<file path="src/rtl/mult_share_sequencer.sv">
// Round-robin sequencer sharing one signed shift-add multiplier datapath between two requesters.
// It grants a requester, runs one full multiply on the datapath, and returns the product with the requester ID.
module mult_share_sequencer #(
   parameter int WIDTH = 8
) (
   input  logic                 Clk,
   input  logic                 Reset,
   input  logic [1:0]           req_valid,
   output logic [1:0]           req_ready,
   input  logic [WIDTH-1:0]     req_a0,
   input  logic [WIDTH-1:0]     req_b0,
   input  logic [WIDTH-1:0]     req_a1,
   input  logic [WIDTH-1:0]     req_b1,
   output logic [WIDTH-1:0]     dp_S,
   output logic [WIDTH-1:0]     dp_B,
   output logic                 Ld_B,
   output logic                 Clr_XA,
   output logic                 Add,
   output logic                 Sub,
   output logic                 Shift_En,
   input  logic                 M,
   input  logic [2*WIDTH-1:0]   product_in,
   output logic                 resp_valid,
   input  logic                 resp_ready,
   output logic                 resp_id,
   output logic [2*WIDTH-1:0]   resp_data,
   output logic                 busy,
   output logic [15:0]          job_count,
   output logic [2:0]           dbg_state
);

   localparam int STEP_W = (WIDTH > 1) ? $clog2(WIDTH) : 1;
   localparam logic [STEP_W-1:0] LAST_STEP = STEP_W'(WIDTH - 1);

   typedef enum logic [2:0] {
      S_IDLE  = 3'd0,
      S_LOAD  = 3'd1,
      S_ADD   = 3'd2,
      S_SHIFT = 3'd3,
      S_CAPT  = 3'd4,
      S_RESP  = 3'd5
   } state_t;

   state_t               state_q, state_d;
   logic [STEP_W-1:0]    step_q, step_d;
   logic                 last_grant_q, last_grant_d;
   logic [WIDTH-1:0]     dp_s_q, dp_s_d;
   logic [WIDTH-1:0]     dp_b_q, dp_b_d;
   logic                 resp_id_q, resp_id_d;
   logic [2*WIDTH-1:0]   resp_data_q, resp_data_d;
   logic                 resp_valid_q, resp_valid_d;
   logic [15:0]          job_count_q, job_count_d;
   logic                 busy_q;
   logic [1:0]           grant;

   // valid/ready: a transfer happens on the Clk edge where valid and ready are both high;
   // the sender keeps valid and its payload steady until that edge.
   always_comb begin
      grant        = 2'b00;
      req_ready    = 2'b00;
      Ld_B         = 1'b0;
      Clr_XA       = 1'b0;
      Add          = 1'b0;
      Sub          = 1'b0;
      Shift_En     = 1'b0;
      state_d      = state_q;
      step_d       = step_q;
      last_grant_d = last_grant_q;
      dp_s_d       = dp_s_q;
      dp_b_d       = dp_b_q;
      resp_id_d    = resp_id_q;
      resp_data_d  = resp_data_q;
      resp_valid_d = resp_valid_q;
      job_count_d  = job_count_q;

      case (req_valid)
         2'b01:   grant = 2'b01;
         2'b10:   grant = 2'b10;
         2'b11:   grant = last_grant_q ? 2'b01 : 2'b10;
         default: grant = 2'b00;
      endcase

      case (state_q)
         S_IDLE: begin
            req_ready = grant;
            if (grant != 2'b00) begin
               last_grant_d = grant[1];
               resp_id_d    = grant[1];
               dp_s_d       = grant[1] ? req_a1 : req_a0;
               dp_b_d       = grant[1] ? req_b1 : req_b0;
               state_d      = S_LOAD;
            end
         end
         S_LOAD: begin
            Ld_B    = 1'b1;
            Clr_XA  = 1'b1;
            step_d  = '0;
            state_d = S_ADD;
         end
         S_ADD: begin
            // The multiplier MSB carries negative weight, so its partial product is subtracted.
            if (step_q == LAST_STEP) Sub = M;
            else                     Add = M;
            state_d = S_SHIFT;
         end
         S_SHIFT: begin
            Shift_En = 1'b1;
            if (step_q == LAST_STEP) begin
               state_d = S_CAPT;
            end else begin
               step_d  = step_q + STEP_W'(1);
               state_d = S_ADD;
            end
         end
         S_CAPT: begin
            resp_data_d  = product_in;
            resp_valid_d = 1'b1;
            state_d      = S_RESP;
         end
         S_RESP: begin
            if (resp_ready) begin
               resp_valid_d = 1'b0;
               job_count_d  = job_count_q + 16'd1;
               state_d      = S_IDLE;
            end
         end
         default: state_d = S_IDLE;
      endcase
   end

   always_ff @(posedge Clk) begin
      if (!Reset) begin
         state_q      <= S_IDLE;
         step_q       <= '0;
         last_grant_q <= 1'b1;
         dp_s_q       <= '0;
         dp_b_q       <= '0;
         resp_id_q    <= 1'b0;
         resp_data_q  <= '0;
         resp_valid_q <= 1'b0;
         job_count_q  <= '0;
         busy_q       <= 1'b0;
      end else begin
         state_q      <= state_d;
         step_q       <= step_d;
         last_grant_q <= last_grant_d;
         dp_s_q       <= dp_s_d;
         dp_b_q       <= dp_b_d;
         resp_id_q    <= resp_id_d;
         resp_data_q  <= resp_data_d;
         resp_valid_q <= resp_valid_d;
         job_count_q  <= job_count_d;
         busy_q       <= (state_d != S_IDLE);
      end
   end

   assign dp_S       = dp_s_q;
   assign dp_B       = dp_b_q;
   assign resp_id    = resp_id_q;
   assign resp_data  = resp_data_q;
   assign resp_valid = resp_valid_q;
   assign job_count  = job_count_q;
   assign busy       = busy_q;
   assign dbg_state  = state_q;

endmodule

</file>
<file path="config.mk">
export PLATFORM = sky130hd
export DESIGN_NAME = mult_share_sequencer
export DESIGN_NICKNAME = d
export VERILOG_FILES = /design/src/rtl/mult_share_sequencer.sv
export SDC_FILE = /design/constraint.sdc
export NUM_CORES = 1
export LEC_CHECK = 0
export BUFFER_PORTS_ARGS = -buffer_cell sky130_fd_sc_hd__buf_2
export CAP_MARGIN = 10
export CORE_MARGIN = 5
export CORE_UTILIZATION = 24
export CTS_BUF_LIST = sky130_fd_sc_hd__clkbuf_8
export DETAILED_ROUTE_END_ITERATION = 16
export GPL_ROUTABILITY_DRIVEN = 0
export SETUP_SLACK_MARGIN = 0.2
export SLEW_MARGIN = 10
export SYNTH_ARGS = -nofsm -noshare
export SYNTH_HDL_FRONTEND = slang
export SYNTH_SLANG_ARGS = --single-unit
</file>
<file path="constraint.sdc">
create_clock -name Clk -period 2.3 [get_ports Clk]
set_input_delay 0.23 -clock Clk [delete_from_list [all_inputs] [get_ports Clk]]
set_output_delay 0.23 -clock Clk [all_outputs]
set_load 0.03 [all_outputs]
</file>
# Yosys cells after proc, flatten, opt, wreduce, memory -nomap -nowiden

Cells that the tools add are included.

Register bits: 58
Input port bits: 54
Word-level logic and storage cells: 51
Output and inout port bits: 61

Add/sub/neg operators: 2
Mux-type cells: 19
Equality and inequality tests: 11
Reduce and logical (&&, ||, !) cells: 9

Operators with widths:

| kind                                                            | count |
|---|---|
| 3-bit case mux with 6 select lines                              | 1 |
| 16-bit by 1-bit adder with 16-bit output, second input constant | 1 |
| 8-bit two-way mux                                               | 2 |
| 3-bit two-way mux                                               | 4 |
| 3-bit == test, second input constant                            | 3 |
| 2-bit AND reduction                                             | 4 |
| 1-bit two-way mux                                               | 7 |
| 3-bit by 2-bit == test with 1-bit output, second input constant | 2 |
| 2-bit case mux with 3 select lines                              | 1 |
| 3-bit case mux with 2 select lines                              | 1 |
| 2-bit nonzero test                                              | 3 |
| 2-bit == test, second input constant                            | 2 |
| 2-bit two-way mux                                               | 2 |
| 2-bit != test, second input constant                            | 2 |
| 3-bit by 1-bit adder with 3-bit output, second input constant   | 1 |
| 3-bit by 1-bit == test with 1-bit output, second input constant | 1 |
| 3-bit logical NOT                                               | 1 |
| 3-bit nonzero test                                              | 1 |
| 2-bit by 1-bit == test with 1-bit output, second input constant | 1 |
| 1-bit case mux with 2 select lines                              | 1 |

# Longest topological paths before layout

Gate-level depths: netlist of the first run.

Depth in word-level cells: 6
Mapped depth: 7
Depth with buffers taken out: 6

# Worst setup path after synthesis of the first run

No wires, ideal clock.

Path type: register to register
Start: register state_q[0], in the netlist dbg_state[0]
End: register job_count_q[15], in the netlist job_count[15]
Buffers on the path: 2
Required time: 2,230 ps
Arrival: 1,885 ps
Path slack: 345 ps
Period minus slack after synthesis: 1,955 ps
Setup time: 70 ps
Cell stages (with the launch flop): 7
Cell sequence: dfxtp_1 > buf_4 > nand4b_4 > or2_2 > clkbuf_1 > or4_1 > a21oi_1

Word-level cells in the longest chain between the ends: 2

RTL lines:

| element                              | RTL line | source |
|---|---|---|
| start, declared                      | 44       | `state_t state_q, state_d;` |
| start signal, assigned               | 144      | `state_q <= state_d;` |
| 3-bit == test                        | 83       | `case (state_q)` |
| 2-bit AND reduction (no source line) | --       |  |
| end signal, assigned                 | 152      | `job_count_q <= job_count_d;` |
| end, declared                        | 52       | `logic [15:0] job_count_q, job_count_d;` |

Every way passes these cells.
A chain may end at the register's enable or synchronous reset.

# Worst setup path in the final report of the first run

Start: register job_count_q[3], in the netlist job_count[3]
End: register job_count_q[14], in the netlist job_count[14]

Word-level cells in the longest chain between the ends: 1

RTL lines:

| element                                  | RTL line | source |
|---|---|---|
| 16-bit by 1-bit adder with 16-bit output | 123      | `job_count_d = job_count_q + 16'd1;` |

Every way passes these cells.

==> results of run 1 <==
## power groups by stage
stage | registers [mW] | clock network, mW | logic (mW)
after global routing | 1.11 | 0.883 | 0.500
after CTS | 1.10 | 0.842 | 0.464
after floorplan | 1.22 | 0 | 0.216
final | 1.10 | 0.795 | 0.456
after global placement | 1.12 | 0 | 0.459
after detailed placement | 1.12 | 0 | 0.463
## routing by layer
layer  vias up  GRT usage
met3        14     0.0413
met2        95      0.172
li1       1226          -
met4         0     0.0584
met5         -          0
met1      1057      0.136
## through the flow
| step | utilization | worst slack [ps] | cells | total power [mW] | area, µm² |
|---|---|---|---|---|---|
| 2_1_floorplan | - | 345 | 290 | 1.43 | 2480 |
| 3_3_place_gp | 0.313 | 504 | 525 | 1.58 | 3190 |
| 3_5_place_dp | 0.313 | 458 | 525 | 1.58 | 3190 |
| 4_1_cts | 0.329 | 447 | 541 | 2.41 | 3350 |
| 5_1_grt | 0.329 | 294 | 541 | 2.49 | 3350 |
| 6_report | 0.329 | 437 | 541 | 2.35 | 3350 |
## layout by cell type (no fill, tap or decap), drive strengths merged
| cell | synthesis | final |
|---|---|---|
| a211oi | 16 | 16 |
| a21boi | 1 | 1 |
| a21oi | 25 | 25 |
| a221o | 1 | 1 |
| a221oi | 1 | 1 |
| a22oi | 2 | 2 |
| a31oi | 1 | 1 |
| and2 | 2 | 2 |
| and3 | 2 | 2 |
| and4 | 1 | 1 |
| and4b | 1 | 1 |
| buf | 10 | 120 |
| clkbuf | 11 | 10 |
| clkinv | 0 | 3 |
| dfxtp | 58 | 58 |
| ha | 3 | 3 |
| inv | 4 | 7 |
| mux2i | 17 | 17 |
| nand2 | 47 | 47 |
| nand2b | 3 | 3 |
| nand3 | 4 | 4 |
| nand4 | 4 | 4 |
| nand4b | 1 | 1 |
| nor2 | 39 | 39 |
| nor2b | 2 | 2 |
| nor3 | 4 | 4 |
| nor4 | 2 | 2 |
| o21a | 1 | 1 |
| o21ai | 6 | 6 |
| o31ai | 4 | 4 |
| or2 | 1 | 1 |
| or3 | 3 | 3 |
| or4 | 4 | 4 |
| xnor2 | 4 | 4 |
| xor2 | 5 | 5 |
## sequential cells by signal (all words and copies together), names as in the netlist
register      cells
busy              1
dbg_state         3
dp_B              8
dp_S              8
job_count        16
last_grant_q      1
resp_data        16
resp_id           1
resp_valid        1
step_q            3
## critical path, stage by stage (launching register included)
cell and delay [ps]:
dfxtp_1 450, nand4_2 140, or3_1 530, or4_1 540
a21oi_1 140
## kinds of logic after synthesis
kind of cell,Yosys count,share of synthesized area
AO/OA/AOI/OAI,58,0.145
XOR/XNOR,9,0.0318
adder cells (fa/ha/maj),3,0.0151
buffers and inverters,25,0.0439
flip-flops,58,0.468
multiplexers,17,0.0686
AND/OR/NAND/NOR,120,0.227
## final cells by class
cell class | count | area share
Multi-Input combinational cell | 207 | 0.362
Inverter | 4 | 0.00448
Clock buffer | 10 | 0.0410
Tap cell | 136 | 0.0507
Timing Repair Buffer | 120 | 0.187
Clock inverter | 6 | 0.00784
Sequential cell | 58 | 0.346
## path summary, 6_finish.rpt
path | cells after the start | end | slack, ps
setup reg to reg | 4 | job_count[14]$_SDFFE_PN0P_ | 440
hold reg to reg | 2 | resp_data[2]$_SDFFE_PN0P_ | 450
setup / recovery | 4 | job_count[14]$_SDFFE_PN0P_ | 440
hold / removal | 3 | resp_data[6]$_SDFFE_PN0P_ | 130
==> run summary, run 1 <==
The flow ran to the end, and the final reports show no timing, DRC or antenna violations. The mapped netlist covers 2480 µm². The H-tree was split into 3 levels. The synthesized design contains 0 enable-type register cells.

The number of setup buffers added after CTS is 0. The post-synthesis to final-layout area growth was 35.1%; the relative slew slack was 0.569. The total count of hold-check failures in the final report was 0. In this run the critical register-to-register path is launched from job_count[3]$_SDFFE_PN0P_. At the worst endpoint, the arrival time is 2130 ps. Starting DRC count in detailed routing: 133.

For this run, design rule violations remaining after detail routing come to 0. The number of rows in the core area came out at 37. The worst hold path belongs to the class input pin to flop. The total of hold buffers inserted after clock tree synthesis came out at 0. After detailed routing, the average wire length per cell comes to 12.6 µm.

When the netlist entered floorplanning its net count stood at 347. For the tightest hold margin, the log shows 129 ps. The source of the critical timing path was job_count[3]$_SDFFE_PN0P_. For this design, the sink count on the clock tree is 58. Number of fill cells in the layout: 1094. Clock-pin transition on the worst setup and hold timing paths: 60 ps.

Entering global routing, the biggest net connects 35 pins. The fraction of the cycle the final worst path needs works out to 0.810. Setup repair after global routing left no endpoint under its margin. After the last flow step, the layout net total stands at 457. The tools report the effective utilization at floorplan as 0.244.

The max-capacitance violation count came out at 0. The count of synthesis-stage warnings from yosys is 0, and the synthesized area divided by synthesized cell count is 8.56 µm². The power density over the cells was 701 nW/µm²; the clock share of power was 0.338. Kind of launch point of the worst setup path: a flop. The tools report the number of global-route vias before repair as 2389. Kind of critical path: flop to flop. In the routed layout, each cell is associated on average with a via count of 4.42.

At the pin with the least slew margin, the transition time is 647 ps. The worst hold path begins at product_in[6]. The internal power summed over all cells is 1.63 mW, and the maximum clock frequency is 537 MHz.

The worst-case IR drop observed on VDD is 0.380 mV. The commonest cells after synthesis are dfxtp_1 (58), nand2_1 (47), nor2_1 (39). The logs give 11.4 mm for the wire length of the first global-routing pass and 0 for the number of max-slew violations in the final report.

Endpoint type of the worst setup path: a flop. Synthesis inferred 58 register bits. For the synthesized instance count, the log shows 290. Detailed routing inserted a total of 2392 vias. Final worst clock skew: 4.52 ps. The detailed router put a total of 3.02 mm of wire on met1.

Summed over all failing endpoints, the final setup total negative slack is 0 ps. The half-perimeter wire length after placement was 5.12 mm; the fraction of layout instances using a drive strength above 1 was 0.348. The tools report the total global-route track usage as 0.112. After synthesis, the cell types taking the most area are dfxtp_1 (47%), nand2_1 (7.1%), mux2i_1 (6.9%). The multi-input gate area in the final layout is 1210 µm², and the remaining antenna violation count after routing is 0.

In this run the static leakage power is 1.52 nW. In this run the clock root is driven by a clkbuf_8. The number of input and output port buffers inserted works out to 114. Across the whole layout, storage elements account for 1160 µm². The met3 wirelength from detailed routing was 618 µm; the sequential group share of total power was 0.468.

The biggest area contributor in the post-synthesis netlist is dfxtp_1. The analysis attributes to net switching a power of 0.726 mW. Summed over all layers, the global routing overflow is 0. The initial antenna violation count was 0. No sink is reached through more buffers than the 2 on the longest clock path.

The detailed router used layers up to and including met4. The register area share after synthesis was 0.468; the number of gates resized after cts was 0. The final routed wirelength across all metal layers was 6.80 mm. In this run, CTS created clock tree buffers numbering 9. The run gives 2570 ps as the required time of the critical path. The floorplan step set the die width to 112 µm. Pin placement for this block handled 115 I/O pins.

TritonCTS built the clock tree. The switching share of power came out at 0.309. The area share of the leading cell type in the synthesized netlist came out at 0.468. The die covers 12500 µm². For this run, the detailed router's first-pass iteration total came to 5. Combinational share of power: 0.194.

Along the worst path, the maximum fanout reaches 10. By instance count, the leading cell after synthesis is dfxtp_1. The region available for standard cell placement spans 10200 µm². The die height is 112 µm, and the fraction of registers with async set/reset is 0.

After synthesis, the netlist uses 39 different library cells. The number of antenna cells inserted is 0, and the met2 wire length is 3.02 mm. The later pin in the worst-skew pair is clocked with a latency of 330 ps.

The clock period could shrink to 1860 ps. Setup violations remaining at the end of the flow were counted as 0. Among all flip-flop cells after synthesis, the most frequent one is dfxtp_1.
No activity file was read; power rests on OpenSTA's default activity.
==> run 2: changes to the inputs <==
clock period = 1.8 ns   (was 2.3 ns; I/O delays follow)
==> run 2 against run 1 <==
Against the previous run: hold slack got worse by 49 ps; register-to-register slack got worse by 250 ps; sequential share of layout area down 1.5 points; critical path type unchanged; count of clock-buffer cells in the layout rose by 1; non-clock buffer count is 9 higher; critical path depth stayed put; via count rose by 4.6%; power up 33%.
==> run summary, run 2 (synthesized netlist as in run 1, its figures left out) <==
The run finished with clean final reports. The sum of negative setup slack came out at 0 ps (unchanged). For the net total in the final layout, the log shows 467 (+2.2%). The tightest min-delay check is of the input pin to flop type. The fraction of the cycle the final worst path needs came out at 0.895 (+0.0853).

The top-level port count came out at 115 (unchanged). The initial antenna violation count is 0 (unchanged). The tools report the total global-route track usage as 0.110 (-0.00227). The run gives 1.62 nW (+6.1%) as the static leakage. The fraction of layout instances using a drive strength above 1 is 0.455 (+0.107), and the average vias per placed instance is 4.54 (+2.7%).

The tools report the clock share of power as 0.340 (+0.002). The cell depth of the worst flop-to-flop path was 4 (unchanged); the total power of the final layout was 3.13 mW (+33%). The largest incremental delay on the critical path is 490 ps (-50 ps). The critical path ends at job_count[12]$_SDFFE_PN0P_. TritonCTS built the clock tree.

The run gives 3260 µm² (+2.3%) as the cell area reported after detailed placement. For the final setup violation count, the log shows 0 (unchanged). The run gives 0 (unchanged) as the total grt overflow. The number of antenna cells inserted was 0 (unchanged); the sequential group share of total power was 0.445 (-0.023). The final worst clock skew was 8.71 ps (+4.19 ps); the net switching power figure was 0.964 mW (+33%). The run gives 6.99 mm (+2.8%) as the final routed wirelength across all metal layers. The die height works out to 112 µm (unchanged).

The setup slack of the most critical reg-to-reg path was 190 ps (-250 ps); the via count was 2503 (+4.6%). The power density over the cells works out to 859 nW/µm² (+23%). The combinational share of power was 0.214 (+0.020); the remaining antenna violation count after routing was 0 (unchanged). The peak fanout along the critical path came out at 5 (-5). In this run the critical register-to-register path is launched from job_count[3]$_SDFFE_PN0P_. Effective utilization at floorplan: 0.244 (unchanged).

Kind of launch point of the worst setup path: a flop. The run gives 93 (-30%) as the starting DRC count in detailed routing. The clock latency reported for the late side of the worst-skew pair was 330 ps (about the same). The worst setup path is captured at a flop.

The actual transition at the worst max-transition pin is 516 ps (-131 ps). Leaving out fill and tap cells, the most frequent cell in the layout is buf_2. The clock-pin transition on the worst setup and hold timing paths is 70 ps (about the same), and the number of max-slew violations in the final report is 0 (unchanged). The run gives 3 (unchanged) as the CTS H-tree depth. Kind of critical path: flop to flop. In the layout the commonest cells are buf_2 (108), nand2_1 (42), dfxtp_1 (42). The half-perimeter wire length after placement was 4.92 mm (-3.9%). The number of global-route vias before repair is 2437 (+2.0%), and the internal power summed over all cells is 2.17 mW (+33%). The critical path goes through nand4_4 > or3_4 > or4_4 > a21oi_2. The number of search-and-repair iterations in the first detailed-routing pass was 6 (+1). The number of input and output port buffers inserted is 114 (unchanged).

The run gives 58 (unchanged) as the clock sink count. The switching share of power works out to 0.308 (-0.000964). The final period demand of the worst path was 1610 ps (-252 ps); the max-capacitance violation count was 0 (unchanged).

The data arrival time of the critical path is 1870 ps (-260 ps). The area of all placed cells without fillers was 3650 µm² (+8.7%); the maximum vdd ir drop was 0.333 mV (-12%). The maximum clock frequency was 621 MHz (+16%); the post-detailed-route wirelength per cell was 12.7 µm (+0.90%). Die footprint: 12500 µm² (unchanged). The tree is rooted in a clkbuf_8. For the required time of the critical path, the log shows 2060 ps (-510 ps). From synthesis to final layout, the design area changed by 46.9%. The source of the critical timing path was job_count[3]$_SDFFE_PN0P_. The overall die width was 112 µm (unchanged). For the total count of hold-check failures in the final report, the log shows 0 (unchanged).

The critical-path cell with the highest stage delay was or4_4. The end-of-flow core utilization was 0.358 (+0.0287); the core box area was 10200 µm² (unchanged). The worst hold path begins at product_in[13]. The number of rows in the core area was 37 (unchanged). The tools report the capture point of the worst reg-to-reg path as job_count[12]$_SDFFE_PN0P_.

Maximum number of pins on one net before global-route repair: 33 (-5.7%). The maximum count of clock buffers along a single path was 2 (unchanged). The tools report the TritonCTS buffer count as 9 (unchanged). For the wire length of the first global-routing pass, the log shows 11.2 mm (-1.3%). Setup repair after global routing could not meet its margin everywhere.

The DRC violation count after routing was 0 (unchanged). The relative slew slack is 0.655 (+0.0866).
[run 2: per-stage QoR]
step / hold WS, ps / worst slack [ps] / instances
2_1_floorplan: 308 / 123 / 290
3_3_place_gp: 423 / 203 / 525
5_1_grt: 57.1 / 136 / 551
4_1_cts: 51.3 / 193 / 544
6_report: 80.7 / 188 / 551
3_5_place_dp: 428 / 155 / 525
[run 2: cell type report]
cell class                      instances  area (µm²)
Clock inverter                          5        22.5
Inverter                                4        15.0
Tap cell                              136         170
Sequential cell                        58        1210
Timing Repair Buffer                  129         748
Clock buffer                           11         151
Fill cell                            1076        6540
Multi-Input combinational cell        208        1330
[run 2: power by group through the flow]
stage	Sequential, mW	Clock, mW	Combinational, mW
after floorplan	1.54	0	0.286
after global placement	1.43	0	0.592
after detailed placement	1.42	0	0.601
after CTS	1.39	1.13	0.626
after global routing	1.40	1.18	0.732
final	1.40	1.07	0.672
[run 2: per-layer routing]
metal / track usage / part of all wire / vias up
met1: 0.124 / 0.42 / 1146
met4: 0.0487 / 0.018 / 0
met3: 0.0462 / 0.087 / 15
li1: - / - / 1247
met5: 0 / 0 / -
met2: 0.180 / 0.47 / 95
[run 2: timing repair]
item / in CTS / in global routing
gates cloned: 0 / 2
hold buffers: 0 / 0
setup endpoints to repair: 8 / 18
pin swaps: 2 / 7
gates resized for setup: 9 / 28
setup buffers: 3 / 5
[run 2: how the worst min path moves through the flow]
stage | to | slack [ps] | cells past startpoint
6_report | resp_data[13]$_SDFFE_PN0P_ | 80 | 3
5_1_grt | resp_data[10]$_SDFFE_PN0P_ | 60 | 3
4_1_cts | resp_data[13]$_SDFFE_PN0P_ | 50 | 3
3_5_place_dp | resp_data[13]$_SDFFE_PN0P_ | 430 | 3
3_3_place_gp | resp_data[14]$_SDFFE_PN0P_ | 420 | 3
2_1_floorplan | dbg_state[0]$_SDFF_PN0_ | 310 | 2
[run 2: worst max-delay path: cells and delay by family, from the launching register on]
| kind | cells | cell delay (ps) |
|---|---|---|
| AND/OR/NAND/NOR | 3 | 1030 |
| AO/OA/AOI/OAI | 1 | 140 |
| flip-flops | 1 | 380 |
